[src/rtl/ten_bt_tx_sched.sv]
// ten_bt_tx_sched: shares the 10BASE-T transmit path between two requesters.
// Arbitration is round-robin. The block enforces the inter-packet gap after
// every frame and emits Normal Link Pulses while the line is otherwise idle.
module ten_bt_tx_sched #(
  parameter int unsigned NLP_PERIOD    = 320000,
  parameter int unsigned NLP_WIDTH     = 2,
  parameter int unsigned IPG_CYCLES    = 192,
  parameter int unsigned FRAME_TIMEOUT = 32768
) (
  input  logic       clk_i,
  input  logic       rst_ni,
  input  logic [1:0] req_i,
  output logic [1:0] gnt_o,
  output logic       start_o,
  output logic       sel_o,
  input  logic       ser_done_i,
  output logic       nlp_o,
  output logic       busy_o,
  output logic       timeout_err_o
);

  localparam int unsigned TW = $clog2(NLP_PERIOD + 1);
  localparam int unsigned NW = $clog2(NLP_WIDTH + 1);
  localparam int unsigned IW = $clog2(IPG_CYCLES + 1);
  localparam int unsigned FW = $clog2(FRAME_TIMEOUT + 1);

  typedef enum logic [2:0] {
    S_IDLE  = 3'd0,
    S_NLP   = 3'd1,
    S_START = 3'd2,
    S_FRAME = 3'd3,
    S_IPG   = 3'd4
  } state_t;

  state_t        state_q, state_d;
  logic [TW-1:0] nlp_timer_q, nlp_timer_d;
  logic [NW-1:0] nlp_cnt_q, nlp_cnt_d;
  logic [IW-1:0] ipg_cnt_q, ipg_cnt_d;
  logic [FW-1:0] frame_cnt_q, frame_cnt_d;
  logic          last_q, last_d;
  logic          sel_q, sel_d;
  logic          timeout_d;
  logic [1:0]    gnt_q, gnt_d;
  logic          start_q, start_d;
  logic          nlp_q, nlp_d;
  logic          busy_q, busy_d;
  logic          timeout_err_q, timeout_err_d;
  logic          nlp_due;

  assign nlp_due = (nlp_timer_q == TW'(NLP_PERIOD - 1));

  // State register plus the grant bookkeeping that travels with it
  always_ff @(posedge clk_i or negedge rst_ni) begin
    if (!rst_ni) begin
      state_q <= S_IDLE;
      last_q  <= 1'b1;
      sel_q   <= 1'b0;
    end else begin
      state_q <= state_d;
      last_q  <= last_d;
      sel_q   <= sel_d;
    end
  end

  // Next-state logic: link pulses beat requests, then round-robin pick
  always_comb begin
    state_d   = state_q;
    sel_d     = sel_q;
    last_d    = last_q;
    timeout_d = 1'b0;
    case (state_q)
      S_IDLE: begin
        if (nlp_due) begin
          state_d = S_NLP;
        end else if (req_i != 2'b00) begin
          state_d = S_START;
          if (req_i == 2'b11) begin
            sel_d = ~last_q;
          end else begin
            sel_d = req_i[1];
          end
          last_d = sel_d;
        end
      end
      S_NLP: begin
        if (nlp_cnt_q == NW'(NLP_WIDTH - 1)) begin
          state_d = S_IDLE;
        end
      end
      S_START: begin
        state_d = S_FRAME;
      end
      S_FRAME: begin
        if (ser_done_i) begin
          state_d = S_IPG;
        end else if (frame_cnt_q == FW'(FRAME_TIMEOUT - 1)) begin
          state_d   = S_IPG;
          timeout_d = 1'b1;
        end
      end
      S_IPG: begin
        if (ipg_cnt_q == IW'(IPG_CYCLES - 1)) begin
          state_d = S_IDLE;
        end
      end
      default: begin
        state_d = S_IDLE;
      end
    endcase
  end

  // Counter next values; the link timer measures quiet time since the last pulse or frame
  always_comb begin
    nlp_timer_d = nlp_timer_q + TW'(1);
    if (state_q == S_IDLE && state_d == S_NLP) begin
      nlp_timer_d = '0;
    end else if (state_q == S_START || state_q == S_FRAME || state_d == S_START) begin
      nlp_timer_d = '0;
    end else if (nlp_due) begin
      nlp_timer_d = nlp_timer_q;
    end
    nlp_cnt_d   = (state_q == S_NLP && state_d == S_NLP) ? nlp_cnt_q + NW'(1) : '0;
    ipg_cnt_d   = (state_q == S_IPG && state_d == S_IPG) ? ipg_cnt_q + IW'(1) : '0;
    frame_cnt_d = (state_q == S_FRAME && state_d == S_FRAME) ? frame_cnt_q + FW'(1) : '0;
  end

  // Output decode from the upcoming state so every output leaves a flop
  always_comb begin
    gnt_d         = 2'b00;
    start_d       = (state_d == S_START);
    nlp_d         = (state_d == S_NLP);
    busy_d        = (state_d != S_IDLE);
    timeout_err_d = timeout_d;
    if (state_d == S_START || state_d == S_FRAME) begin
      gnt_d = sel_d ? 2'b10 : 2'b01;
    end
  end

  // Counter and output registers
  always_ff @(posedge clk_i or negedge rst_ni) begin
    if (!rst_ni) begin
      nlp_timer_q   <= '0;
      nlp_cnt_q     <= '0;
      ipg_cnt_q     <= '0;
      frame_cnt_q   <= '0;
      gnt_q         <= 2'b00;
      start_q       <= 1'b0;
      nlp_q         <= 1'b0;
      busy_q        <= 1'b0;
      timeout_err_q <= 1'b0;
    end else begin
      nlp_timer_q   <= nlp_timer_d;
      nlp_cnt_q     <= nlp_cnt_d;
      ipg_cnt_q     <= ipg_cnt_d;
      frame_cnt_q   <= frame_cnt_d;
      gnt_q         <= gnt_d;
      start_q       <= start_d;
      nlp_q         <= nlp_d;
      busy_q        <= busy_d;
      timeout_err_q <= timeout_err_d;
    end
  end

  assign gnt_o         = gnt_q;
  assign start_o       = start_q;
  assign sel_o         = sel_q;
  assign nlp_o         = nlp_q;
  assign busy_o        = busy_q;
  assign timeout_err_o = timeout_err_q;

endmodule

[config.mk]
export PLATFORM = sky130hd
export DESIGN_NAME = ten_bt_tx_sched
export DESIGN_NICKNAME = d
export VERILOG_FILES = /design/src/rtl/ten_bt_tx_sched.sv
export SDC_FILE = /design/constraint.sdc
export NUM_CORES = 1
export LEC_CHECK = 0
export CAP_MARGIN = 30
export CORE_UTILIZATION = 45
export DETAILED_ROUTE_END_ITERATION = 10
export SYNTH_ARGS = -nofsm -noshare
export SYNTH_HDL_FRONTEND = slang
export SYNTH_SLANG_ARGS = --single-unit
[constraint.sdc]
create_clock -name clk_i -period 2.79 [get_ports clk_i]
set_input_delay 0.4185 -clock clk_i [delete_from_list [all_inputs] [get_ports clk_i]]
set_output_delay 0.4185 -clock clk_i [all_outputs]
set_load 0.005 [all_outputs]
Word level (Yosys, flattened, before mapping)

Index checks and enable logic that the tools add are counted.

Register bits: 56
Output and inout port bits: 7
Word-level logic and storage cells: 65

$add $sub $neg: 4
Equality and inequality tests: 14
Multiplexer cells: 22
Bitwise logic cells: 2
Reductions and logical operators: 11

Operator list:

| operator              | number |
|---|---|
| $mux 19               | 3 |
| $add 19x1->19 const B | 1 |
| $eq 19x19->1 const B  | 1 |
| $mux 3                | 6 |
| $add 16x1->16 const B | 1 |
| $eq 16x15->1 const B  | 1 |
| $mux 16               | 1 |
| $pmux 3 s5            | 1 |
| $eq 3x2->1 const B    | 4 |
| $add 8x1->8 const B   | 1 |
| $eq 8x8->1 const B    | 1 |
| $mux 8                | 1 |
| $mux 1                | 7 |
| $eq 3x1->1 const B    | 2 |
| $eq 3x3->1 const B    | 2 |
| $mux 2                | 3 |
| $logic_and 1x1->1     | 4 |
| $logic_not 3->1       | 1 |
| $logic_or 1x1->1      | 3 |
| $ne 3x1->1 const B    | 1 |
| $reduce_and 3->1      | 1 |
| $reduce_bool 3->1     | 1 |
| $add 2x1->2 const B   | 1 |
| $eq 2x1->1 const B    | 1 |
| other kinds (3)       | 4 |

Longest topological paths before layout

Gate-level depths: netlist of the first run.

Depth in word-level cells: 8
Mapped depth: 8
Mapped depth without buffers: 6

Least setup slack after synthesis of the first run

Ideal clock, no wire load.

Path type: register to register
From: register ipg_cnt_q[0]
To: register busy_q (netlist: busy_o)
Setup time: 0.131 ns
Arrival: 1.704 ns
Slack: 0.955 ns
Cell stages (with the launch flop): 7
Path buffers: 0
Cells stage by stage: dfrtp_1 -> ha_1 -> and3_4 -> nand3_4 -> o311ai_4 -> o221ai_2 -> or3_1

Longest elaborated chain between the ends: 4

Ends and longest elaborated chain:

| item                   | RTL line | source |
|---|---|---|
| start, declared        | 38       | `logic [IW-1:0] ipg_cnt_q, ipg_cnt_d;` |
| start signal, assigned | 154      | `ipg_cnt_q <= ipg_cnt_d;` |
| $eq 8x8->1             | 102      | `if (ipg_cnt_q == IW'(IPG_CYCLES - 1)) begin` |
| $mux 3                 | 102      |  |
| $pmux 3 s5             | 71       | `case (state_q)` |
| named net state_d[2]   | 35       | `state_t state_q, state_d;` |
| $reduce_bool 3->1      | 132      | `busy_d = (state_d != S_IDLE);` |
| named net busy_d       | 46       | `logic busy_q, busy_d;` |
| end signal, assigned   | 159      | `busy_q <= busy_d;` |
| end, declared          | 46       |  |

The timed path passes the listed nets, and every way through them passes these cells.
A chain may end at the register's enable or synchronous reset.

Worst setup path after layout of the first run

Same ends and word-level chain as after synthesis.

==> results of run 1 <==
-- cells by family (layout without fill, tap and decap cells) --
logic type,Yosys count,count (layout),share of synthesized area [%]
simple gates,120,120,23.6
flops,56,56,52.7
xor+xnor,35,35,11.5
compound gates,28,28,7.33
buf+inv,17,30,2.63
fa+ha+maj,4,4,1.88
mux,1,1,0.376
-- power by group --
| group | switching [mW] | total (mW) | internal, mW |
|---|---|---|---|
| clock network | 0.281 | 0.466 | 0.185 |
| logic | 0.263 | 0.486 | 0.222 |
| registers | 0.0974 | 1.02 | 0.918 |
| total | 0.642 | 1.97 | 1.32 |
-- cells in the mapped netlist (all sizes together) (2+ instances only) --
cell type and n:
a21oi 5, and2 6, and3 7, and4 5, buf 3, clkbuf 6
dfrtp 55, ha 4, inv 8, nand2 20, nand2b 2, nand3 13
nand4 9, nor2 41, nor2b 3, nor3 3, nor4b 2, o21ai 14
o311ai 2, or3 4, xnor2 12, xor2 23
-- sequential cells by signal, summed over array words and instances (netlist names) --
signal	cells
nlp_cnt_q	2
busy_o	1
nlp_o	1
start_o	1
last_q	1
timeout_err_o	1
state_q	3
gnt_o	2
nlp_timer_q	19
ipg_cnt_q	8
frame_cnt_q	16
sel_o	1
-- per-layer routing --
layer  routed length (um)  track usage [%]
met2                 1960             25.6
met3                  138             4.02
met1                 2530             24.1
met5                    0                0
met4                   27             4.91
-- placed cells by master (no fill, tap or decap), types with 3 or more instances in the layout --
| cell | instances |
|---|---|
| sky130_fd_sc_hd__dfrtp_1 | 55 |
| sky130_fd_sc_hd__nor2_1 | 41 |
| sky130_fd_sc_hd__xor2_1 | 23 |
| sky130_fd_sc_hd__nand2_1 | 20 |
| sky130_fd_sc_hd__o21ai_0 | 13 |
| sky130_fd_sc_hd__nand3_1 | 12 |
| sky130_fd_sc_hd__xnor2_1 | 12 |
| sky130_fd_sc_hd__clkdlybuf4s50_1 | 10 |
| sky130_fd_sc_hd__inv_1 | 8 |
| sky130_fd_sc_hd__nand4_1 | 8 |
| sky130_fd_sc_hd__and3_1 | 6 |
| sky130_fd_sc_hd__and2_1 | 6 |
| sky130_fd_sc_hd__and4_1 | 5 |
| sky130_fd_sc_hd__a21oi_1 | 5 |
| sky130_fd_sc_hd__clkbuf_8 | 5 |
| sky130_fd_sc_hd__or3_1 | 4 |
| sky130_fd_sc_hd__ha_1 | 4 |
| sky130_fd_sc_hd__nor3_1 | 3 |
| sky130_fd_sc_hd__nor2b_1 | 3 |
-- worst max-delay path, cell delays in order (launching register included) --
cell and delay (ps):
sky130_fd_sc_hd__dfrtp_1 400, sky130_fd_sc_hd__ha_1 190, sky130_fd_sc_hd__and3_4 210, sky130_fd_sc_hd__nand3_4 90, sky130_fd_sc_hd__o311ai_4 420, sky130_fd_sc_hd__o221ai_2 180, sky130_fd_sc_hd__or3_1 400
-- final cells by class --
| class | count | area [um^2] | area share (%) |
|---|---|---|---|
| Clock buffer | 5 | 68.8 | 2.33 |
| Clock inverter | 3 | 27.5 | 0.933 |
| Inverter | 8 | 30.0 | 1.02 |
| Multi-Input combinational cell | 188 | 1190 | 40.3 |
| Sequential cell | 56 | 1400 | 47.6 |
| Tap cell | 72 | 90.1 | 3.05 |
| Timing Repair Buffer | 14 | 140 | 4.75 |
-- worst min-delay path by stage --
| stage | to | depth (start not counted) | slack, ps |
|---|---|---|---|
| after global placement | nlp_cnt_q[0]$_DFF_PN0_ | 1 | 430 |
| after CTS | frame_cnt_q[0]$_DFF_PN0_ | 2 | 90 |
| final | nlp_timer_q[15]$_DFFE_PN0P_ | 2 | 90 |
| after global routing | frame_cnt_q[0]$_DFF_PN0_ | 2 | 110 |
| after floorplan | busy_o$_DFF_PN0_ | 0 | 120 |
| after detailed placement | nlp_cnt_q[0]$_DFF_PN0_ | 1 | 420 |
-- metrics by stage --
step / utilization (%) / std cells / total power, mW / instance area (um^2) / hold WS [ps]
2_1_floorplan: - / 261 / 1.32 / 2660 / 123
3_3_place_gp: 50.9 / 338 / 1.51 / 2850 / 425
3_5_place_dp: 50.9 / 338 / 1.52 / 2850 / 424
4_1_cts: 52.6 / 346 / 2.00 / 2950 / 91.1
5_1_grt: 52.6 / 346 / 2.09 / 2950 / 111
6_report: 52.6 / 346 / 1.97 / 2950 / 89.9
==> impl_summary.txt, run 1 <==
----------------------------------------------------
[Synthesis]
  Fraction of synthesis flops using an asynchronous set or reset pin ... 100%
  Synthesized Nets ... 270
  Post-synthesis cell area ... between 0.002 and 0.003 mm^2
  Most instantiated flip-flop cell in the synthesis netlist ... sky130_fd_sc_hd__dfrtp_1
  #FFs+latches synth ... 56
  Sequential cell area fraction in the yosys report ... 52.7%
  Ranking of synthesized cells by area ... sky130_fd_sc_hd__dfrtp_1 52%, sky130_fd_sc_hd__xor2_1 7.6%, sky130_fd_sc_hd__nor2_1 5.8%
  Largest area contributor in the synthesized netlist ... sky130_fd_sc_hd__dfrtp_1
  Mapped Avg Cell Area ... about 10 um^2
  YS warnings ... 0
  Library cells used by synthesis ... 42
  Number of enable flip-flop cells after synthesis ... 0
  Instance count of the mapped netlist ... about 260
  Portion of synthesized cell area occupied by the leading cell type ... 51.7%

[Detailed routing]
  Number of remaining DRC errors ... 0
  Number of routed nets with antenna violations ... 0
  DR pass1 iterations ... 4
  Wire length reported by the detailed router ... approximately 4700 um
  Iteration-0 DRC count of the detailed router ... 59
  Vias post-DR ... about 1800
  Post-DR vias/cell ... between 5 and 6
  Routed length per placed instance ... roughly 13 um

[CTS]
  Count of buffers added by post-CTS timing repair for setup ... 0
  CTS tree ... built
  Cts-stage hold buffer count ... 0
  Count of H-tree levels built during CTS ... 2
  Worst-Skew Late Latency ... about 310 ps
  Number of sinks handled by clock tree synthesis ... 56
  Maximum number of buffers from clock root to sink ... 2
  Number of buffers added by the clock tree synthesis step ... 5
  Root buffer cell ... sky130_fd_sc_hd__clkbuf_8
  Clock edge transition at the registers on the reported setup and hold paths ... around 100 ps
  CTS-repair resized insts ... 0

[Global routing]
  Via count of the first global-routing pass ... approximately 1800
  Maximum number of pins on one net before global-route repair ... 57
  Overall Global Routing Usage ... ~17%
  Wire length of the first global-routing pass ... around 8200 um
  Antenna violations before repair ... 0
  GRT Residual Overflow ... 0

[Worst setup path]
  Reg-to-reg endpoint ... busy_o$_DFF_PN0_
  Arrival time of data at the critical path endpoint ... 2200 ps
  Critical Path RT ... roughly 3000 ps
  Setup CP Type ... register to register
  CP Launch Point ... ipg_cnt_q[0]$_DFF_PN0_
  Critical path endpoint ... busy_o$_DFF_PN0_
  Maximum fanout count along the critical path ... 9
  Critical path launch point type ... register
  Setup slack of the worst register-to-register path ... 780 ps
  Worst Reg-to-Reg Cells ... 6
  Setup crit end kind ... register
  Startpoint of the worst-slack reg-to-reg timing path ... ipg_cnt_q[0]$_DFF_PN0_

[Timing]
  Final hold violation count ... 0
  Maximum clock frequency ... 0.498 GHz
  Crit path time final ... between 2000 and 2500 ps
  Setup repair after global routing missed its margin ... false
  Period Utilization, post-route ... 72.0%
  Final total negative setup slack ... 0 ps
  Clock tree skew after final layout ... roughly 13 ps
  Measured slew at the worst slew-check pin ... approximately 860 ps
  Endpoints failing setup ... 0
  Fin. max-slew vios ... 0
  Worst Setup Slack, final ... between 700 and 800 ps
  Worst slew margin relative to its limit ... approximately 42%

[Die]
  Width of the die ... around 79 um
  Die ar. ... 0.00623 mm^2
  Initial standard-cell utilization of the core ... between 40% and 50%
  Ports placed on the boundary ... 12
  Core area ... ~0.0056 mm^2
  Floorplan die height ... approximately 79 um
  Rows ... 27

[Final layout]
  Number of antenna repair diodes ... 0
  # nets final ... 282
  Layout fillers ... about 530
  Fraction of final layout cells with drive strength greater than 1 ... approximately 7.3%
  Area added between synthesis and finish ... 10.8%

[Power and ir drop]
  Power density over the cells ... about 670 mW/mm^2
  Worst supply voltage drop on vdd ... between 0.4 and 0.5 mV
  Static leakage ... roughly 1.2 nW

[Run status]
  Result of the run ... completed

[Placed design]
  Count of input and output buffers ... 11
  Routability-driven placement congestion ratio ... about 0.76
  Dpl hpwl ... 3160 um
  Dpl ws ... 729 ps

[Job]
  Max-cap check violation count ... 0

[Min path]
  Type of the most critical hold path ... input pin to async pin

----------------------------------------------------
Power figures use the tool's default switching activity.
==> run 2: changes to the inputs <==
==> constraint.sdc (replaced) <==
create_clock -name clk_i -period 2.1 [get_ports clk_i]
set_input_delay 0.315 -clock clk_i [delete_from_list [all_inputs] [get_ports clk_i]]
set_output_delay 0.315 -clock clk_i [all_outputs]
set_load 0.005 [all_outputs]
==> impl_summary.txt, run 2 (synthesized netlist as in run 1, its figures left out) <==
----------------------------------------------------
[Placed design]
  Count of input and output buffers ... 11
  Post-placement cell count ... approximately 340
  Routability-driven placement congestion ratio ... between 0.7 and 0.8
  Dpl hpwl ... about 3200 um

[CTS]
  Worst-Skew Late Latency ... between 300 and 400 ps
  Root buffer cell ... sky130_fd_sc_hd__clkbuf_8
  Clock edge transition at the registers on the reported setup and hold paths ... about 100 ps
  Count of H-tree levels built during CTS ... 2
  Maximum number of buffers from clock root to sink ... 2
  Number of buffers added by the clock tree synthesis step ... 5
  Count of buffers added by post-CTS timing repair for setup ... 0
  Number of sinks handled by clock tree synthesis ... 56
  CTS tree ... built

[Power and ir drop]
  Power Internal ... 1.94 mW
  Power after layout ... roughly 2.8 mW
  Static leakage ... 1.26 nW
  Power density over the cells ... 919 mW/mm^2
  Sw frac ... between 20 and 30%
  Comb power frac ... between 20% and 30%
  Worst supply voltage drop on vdd ... between 0.4 and 0.5 mV
  Sequential group share of total power ... between 40 and 50%
  Clock share of power ... about 28%
  P_sw ... 0.821 mW

[Final layout]
  Registers with the highest flip-flop counts ... nlp_timer_q x19, frame_cnt_q x16, ipg_cnt_q x8
  Largest register by flop count ... nlp_timer_q
  # nets final ... about 280
  Max reg flops ... 19
  Final cell count without fillers ... 347
  Most used cells in the layout excluding fill and tap cells ... 55 x sky130_fd_sc_hd__dfrtp_1, 41 x sky130_fd_sc_hd__nor2_1, 23 x sky130_fd_sc_hd__xor2_1, 20 x sky130_fd_sc_hd__nand2_1, 13 x sky130_fd_sc_hd__o21ai_0
  Area added between synthesis and finish ... 12.8%
  Number of antenna repair diodes ... 0
  Fraction of final layout cells with drive strength greater than 1 ... approximately 8.0%
  Final design utilization ... about 54%
  Most frequent standard cell in the layout excluding fill and tap cells ... sky130_fd_sc_hd__dfrtp_1

[Worst setup path]
  Setup slack of the worst register-to-register path ... approximately 170 ps
  Crit path buffers/inverters ... 0
  Maximum fanout count along the critical path ... 13
  Setup CP Type ... register to register
  Critical path endpoint ... nlp_timer_q[8]$_DFFE_PN0P_
  Startpoint of the worst-slack reg-to-reg timing path ... nlp_timer_q[0]$_DFFE_PN0P_
  Crit. path cell count ... 5
  Critical Path RT ... approximately 2200 ps
  Critical-path cell with the highest stage delay ... sky130_fd_sc_hd__o211ai_1
  Worst Reg-to-Reg Cells ... 5
  Reg-to-reg endpoint ... nlp_timer_q[8]$_DFFE_PN0P_
  Crit-path cells ... ha_1 -> and2_1 -> and3_2 -> o211ai_1 -> o21ai_0
  Critical path launch point type ... register
  CP max stage delay ... 420 ps
  CP Launch Point ... nlp_timer_q[0]$_DFFE_PN0P_
  Setup crit end kind ... register
  Dominant delay contributor by cell family on the critical path ... compound AO/OA/AOI/OAI gates
  Arrival time of data at the critical path endpoint ... approximately 2100 ps

[Global routing]
  Via count of the first global-routing pass ... around 1700
  Antenna violations before repair ... 0
  Wire length of the first global-routing pass ... just over 8000 um
  Maximum number of pins on one net before global-route repair ... 38
  Overall Global Routing Usage ... 17.2%
  GRT Residual Overflow ... 0

[Timing]
  Maximum clock frequency ... between 0.5 and 0.6 GHz
  Final total negative setup slack ... 0 ps
  Crit path time final ... between 1500 and 2000 ps
  Measured slew at the worst slew-check pin ... between 800 and 900 ps
  Final hold violation count ... 0
  Endpoints failing setup ... 0
  Worst slew margin relative to its limit ... around two fifths
  Setup repair after global routing missed its margin ... false
  Period Utilization, post-route ... between 90% and 100%
  Fin. max-slew vios ... 0
  Clock tree skew after final layout ... 14.7 ps

[Detailed routing]
  Number of routed nets with antenna violations ... 0
  Number of remaining DRC errors ... 0
  DR pass1 iterations ... 4
  Wire length reported by the detailed router ... 4660 um
  Vias post-DR ... 1800
  Iteration-0 DRC count of the detailed router ... 90
  Routed length per placed instance ... approximately 13 um
  Post-DR vias/cell ... 5.19

[Die]
  Core area ... between 0.005 and 0.006 mm^2
  Die ar. ... 0.00623 mm^2
  Floorplan die height ... a little under 80 um
  Rows ... 27
  Width of the die ... roughly 79 um
  Ports placed on the boundary ... 12
  Initial standard-cell utilization of the core ... between 40% and 50%

[Run status]
  Result of the run ... completed

[Min path]
  Type of the most critical hold path ... register to register

[Job]
  Max-cap check violation count ... 0

----------------------------------------------------
[run 2: layer usage]
layer | routed length [um] | GRT usage, % | share of wire (%)
met3 | 108 | 3.91 | 2.3
met2 | 1910 | 24.3 | 41
met4 | 59 | 6.00 | 1.3
met5 | 0 | 0 | 0
met1 | 2580 | 25.9 | 55
[run 2: stage by stage]
step,instance area [um^2],worst slack [ps],hold WS [ps]
5_1_grt,3000,4.62,467
6_report,3000,170,441
4_1_cts,2990,69.7,446
2_1_floorplan,2660,265,19.4
3_3_place_gp,2850,120,315
3_5_place_dp,2850,67.5,310
[run 2: worst min-delay path by stage]
stage                                 startpoint                          end  slack, ps  cells after the start
after floorplan                           rst_ni             busy_o$_DFF_PN0_         20                      0
after global placement                    rst_ni  nlp_timer_q[18]$_DFFE_PN0P_        310                      1
after detailed placement                  rst_ni  nlp_timer_q[18]$_DFFE_PN0P_        310                      1
after CTS                 nlp_cnt_q[0]$_DFF_PN0_       nlp_cnt_q[0]$_DFF_PN0_        450                      1
after global routing      nlp_cnt_q[0]$_DFF_PN0_       nlp_cnt_q[0]$_DFF_PN0_        470                      1
final                     nlp_cnt_q[0]$_DFF_PN0_       nlp_cnt_q[0]$_DFF_PN0_        440                      1
[run 2: repair_timing]
action                                 CTS  global route
hold buffers                             1             0
setup endpoints to repair                0            13
resized for setup                        0             3
endpoints found under the hold margin   18             0
[run 2: final cells by class]
| class | count | area, um^2 |
|---|---|---|
| Fill cell | 548 | 2600 |
| Sequential cell | 56 | 1400 |
| Multi-Input combinational cell | 188 | 1200 |
| Timing Repair Buffer | 15 | 150 |
| Clock buffer | 7 | 96.3 |
| Tap cell | 72 | 90.1 |
| Clock inverter | 1 | 30.0 |
| Inverter | 8 | 30.0 |
[run 2: power groups by stage]
| stage | sequential, mW | clock, mW | combinational, mW |
|---|---|---|---|
| 6_report | 1.35 | 0.765 | 0.647 |
| 5_1_grt | 1.37 | 0.823 | 0.740 |
| 4_1_cts | 1.35 | 0.792 | 0.638 |
| 3_5_place_dp | 1.37 | 0 | 0.632 |
| 3_3_place_gp | 1.37 | 0 | 0.637 |
| 2_1_floorplan | 1.30 | 0 | 0.453 |
==> run 3: changes to the inputs <==
--- a/config.mk
+++ b/config.mk
@@ -5,7 +5,9 @@
 export SDC_FILE = /design/constraint.sdc
 export NUM_CORES = 1
 export LEC_CHECK = 0
+export ABC_CLOCK_PERIOD_IN_PS = 2100
 export CAP_MARGIN = 30
+export CORE_MARGIN = 2
 export CORE_UTILIZATION = 45
 export DETAILED_ROUTE_END_ITERATION = 10
 export SYNTH_ARGS = -nofsm -noshare
==> impl_summary.txt, run 3 (synthesized netlist as in run 1, its figures left out) <==
----------------------------------------------------
[Placed design]
  Dpl hpwl ... 3040 um
  Count of input and output buffers ... 11
  Routability-driven placement congestion ratio ... between 0.7 and 0.8
  Dpl ws ... around 97 ps
  DP Area ... ~0.0029 mm^2

[Final layout]
  Registers with the highest flip-flop counts ... nlp_timer_q x19, frame_cnt_q x16, ipg_cnt_q x8
  Fraction of final layout cells with drive strength greater than 1 ... slightly above 7%
  Largest register by flop count ... nlp_timer_q
  Number of antenna repair diodes ... 0
  Most used cells in the layout excluding fill and tap cells ... 55 x sky130_fd_sc_hd__dfrtp_1, 41 x sky130_fd_sc_hd__nor2_1, 23 x sky130_fd_sc_hd__xor2_1, 20 x sky130_fd_sc_hd__nand2_1, 13 x sky130_fd_sc_hd__o21ai_0
  Design Area, Final ... a little under 0.003 mm^2
  # nets final ... about 280
  Final design utilization ... around 50%
  Area added between synthesis and finish ... 11.3%
  Most frequent standard cell in the layout excluding fill and tap cells ... sky130_fd_sc_hd__dfrtp_1
  Max reg flops ... 19
  Layout fillers ... 546

[Die]
  Ports placed on the boundary ... 12
  Die ar. ... 0.00655 mm^2
  Floorplan die height ... roughly 80 um
  Width of the die ... 80.9 um
  Initial standard-cell utilization of the core ... a little under half
  Core area ... roughly 0.0058 mm^2
  Rows ... 28

[Detailed routing]
  Wire length reported by the detailed router ... ~4500 um
  Vias post-DR ... 1796
  Routed length per placed instance ... 12.9 um
  Iteration-0 DRC count of the detailed router ... between 40 and 50
  Number of routed nets with antenna violations ... 0
  Post-DR vias/cell ... just over 5
  Number of remaining DRC errors ... 0
  DR pass1 iterations ... 4

[Timing]
  Maximum clock frequency ... roughly 0.51 GHz
  Crit path time final ... 1960 ps
  Fin. max-slew vios ... 0
  Clock tree skew after final layout ... roughly 15 ps
  Endpoints failing setup ... 0
  Worst hold margin ... between 100 and 150 ps
  Measured slew at the worst slew-check pin ... around 710 ps
  Setup repair after global routing missed its margin ... true
  Worst slew margin relative to its limit ... ~53%
  Worst Setup Slack, final ... ~140 ps
  Period Utilization, post-route ... slightly above 90%
  Final hold violation count ... 0

[Worst setup path]
  Setup crit end kind ... register
  Critical path launch point type ... register
  Arrival time of data at the critical path endpoint ... 2120 ps
  Maximum fanout count along the critical path ... 19
  Setup CP Type ... register to register
  Critical Path RT ... approximately 2300 ps
  Setup slack of the worst register-to-register path ... approximately 140 ps

[CTS]
  Count of H-tree levels built during CTS ... 2
  Number of buffers added by the clock tree synthesis step ... 5
  Worst-Skew Late Latency ... 310 ps
  Maximum number of buffers from clock root to sink ... 2
  Clock edge transition at the registers on the reported setup and hold paths ... ~100 ps
  Number of sinks handled by clock tree synthesis ... 56
  CTS tree ... built
  CTS-repair resized insts ... 0
  Root buffer cell ... sky130_fd_sc_hd__clkbuf_8

[Global routing]
  Maximum number of pins on one net before global-route repair ... 57
  Wire length of the first global-routing pass ... just under 8000 um
  Antenna violations before repair ... 0
  Via count of the first global-routing pass ... around 1700
  Overall Global Routing Usage ... 15.7%
  GRT Residual Overflow ... 0

[Power and ir drop]
  Static leakage ... 1.25 nW
  Power after layout ... about 2.7 mW
  Worst supply voltage drop on vdd ... a little under 0.6 mV
  Power density over the cells ... ~900 mW/mm^2

[Run status]
  Result of the run ... completed

[Min path]
  Type of the most critical hold path ... input pin to async pin

[Job]
  Max-cap check violation count ... 0

----------------------------------------------------
run 3: cell count changes in the layout (fill, tap and decap cells not counted), sizes merged:
cell,change
dlygate4sd3,-1
clkbuf,-1
inv,+1
buf,+1
run 3: power by group:
part | switching, mW | internal [mW]
logic | 0.337 | 0.281
registers | 0.119 | 1.22
clock network | 0.343 | 0.361
total | 0.799 | 1.86
run 3: area by class of cell:
| type | instances | area (um^2) | area share (%) |
|---|---|---|---|
| Clock buffer | 6 | 72.6 | 2.45 |
| Clock inverter | 2 | 38.8 | 1.31 |
| Inverter | 8 | 30.0 | 1.01 |
| Multi-Input combinational cell | 188 | 1190 | 40.2 |
| Sequential cell | 56 | 1400 | 47.3 |
| Tap cell | 75 | 93.8 | 3.17 |
| Timing Repair Buffer | 15 | 135 | 4.56 |
run 3: worst max-delay path: stages, from the launching register on:
cell	delay [ps]
sky130_fd_sc_hd__dfrtp_1	390
sky130_fd_sc_hd__ha_1	220
sky130_fd_sc_hd__and2_1	170
sky130_fd_sc_hd__and3_1	340
sky130_fd_sc_hd__nand2_1	170
sky130_fd_sc_hd__o21ai_2	310
sky130_fd_sc_hd__o21ai_0	200
run 3: metal layers:
metal	wire (um)	vias to the layer above	GRT usage, %
met3	105	6	3.56
met4	59	0	4.58
met5	0	-	0
met2	1870	15	22.4
li1	-	911	-
met1	2470	864	23.8
run 3: final timing paths:
kind	depth (start not counted)	to	start
hold reg to reg	1	nlp_cnt_q[0]$_DFF_PN0_	nlp_cnt_q[0]$_DFF_PN0_
max in group asynchronous	2	nlp_cnt_q[0]$_DFF_PN0_	rst_ni
hold / removal	2	nlp_timer_q[15]$_DFFE_PN0P_	rst_ni
setup / recovery	6	nlp_timer_q[15]$_DFFE_PN0P_	nlp_timer_q[0]$_DFFE_PN0P_
min in group clk_i	1	nlp_cnt_q[0]$_DFF_PN0_	nlp_cnt_q[0]$_DFF_PN0_
setup reg to reg	6	nlp_timer_q[15]$_DFFE_PN0P_	nlp_timer_q[0]$_DFFE_PN0P_
run 3: stage by stage:
stage,std cells,setup TNS (ps)
floorplan,261,0
global placement,342,0
detailed placement,342,0
CTS,350,0
global route,350,-25.1
finish,350,0
run 3: what timing repair did:
item	CTS	global route
hold buffers	0	0
setup endpoints to repair	0	2
buffers inserted	0	0
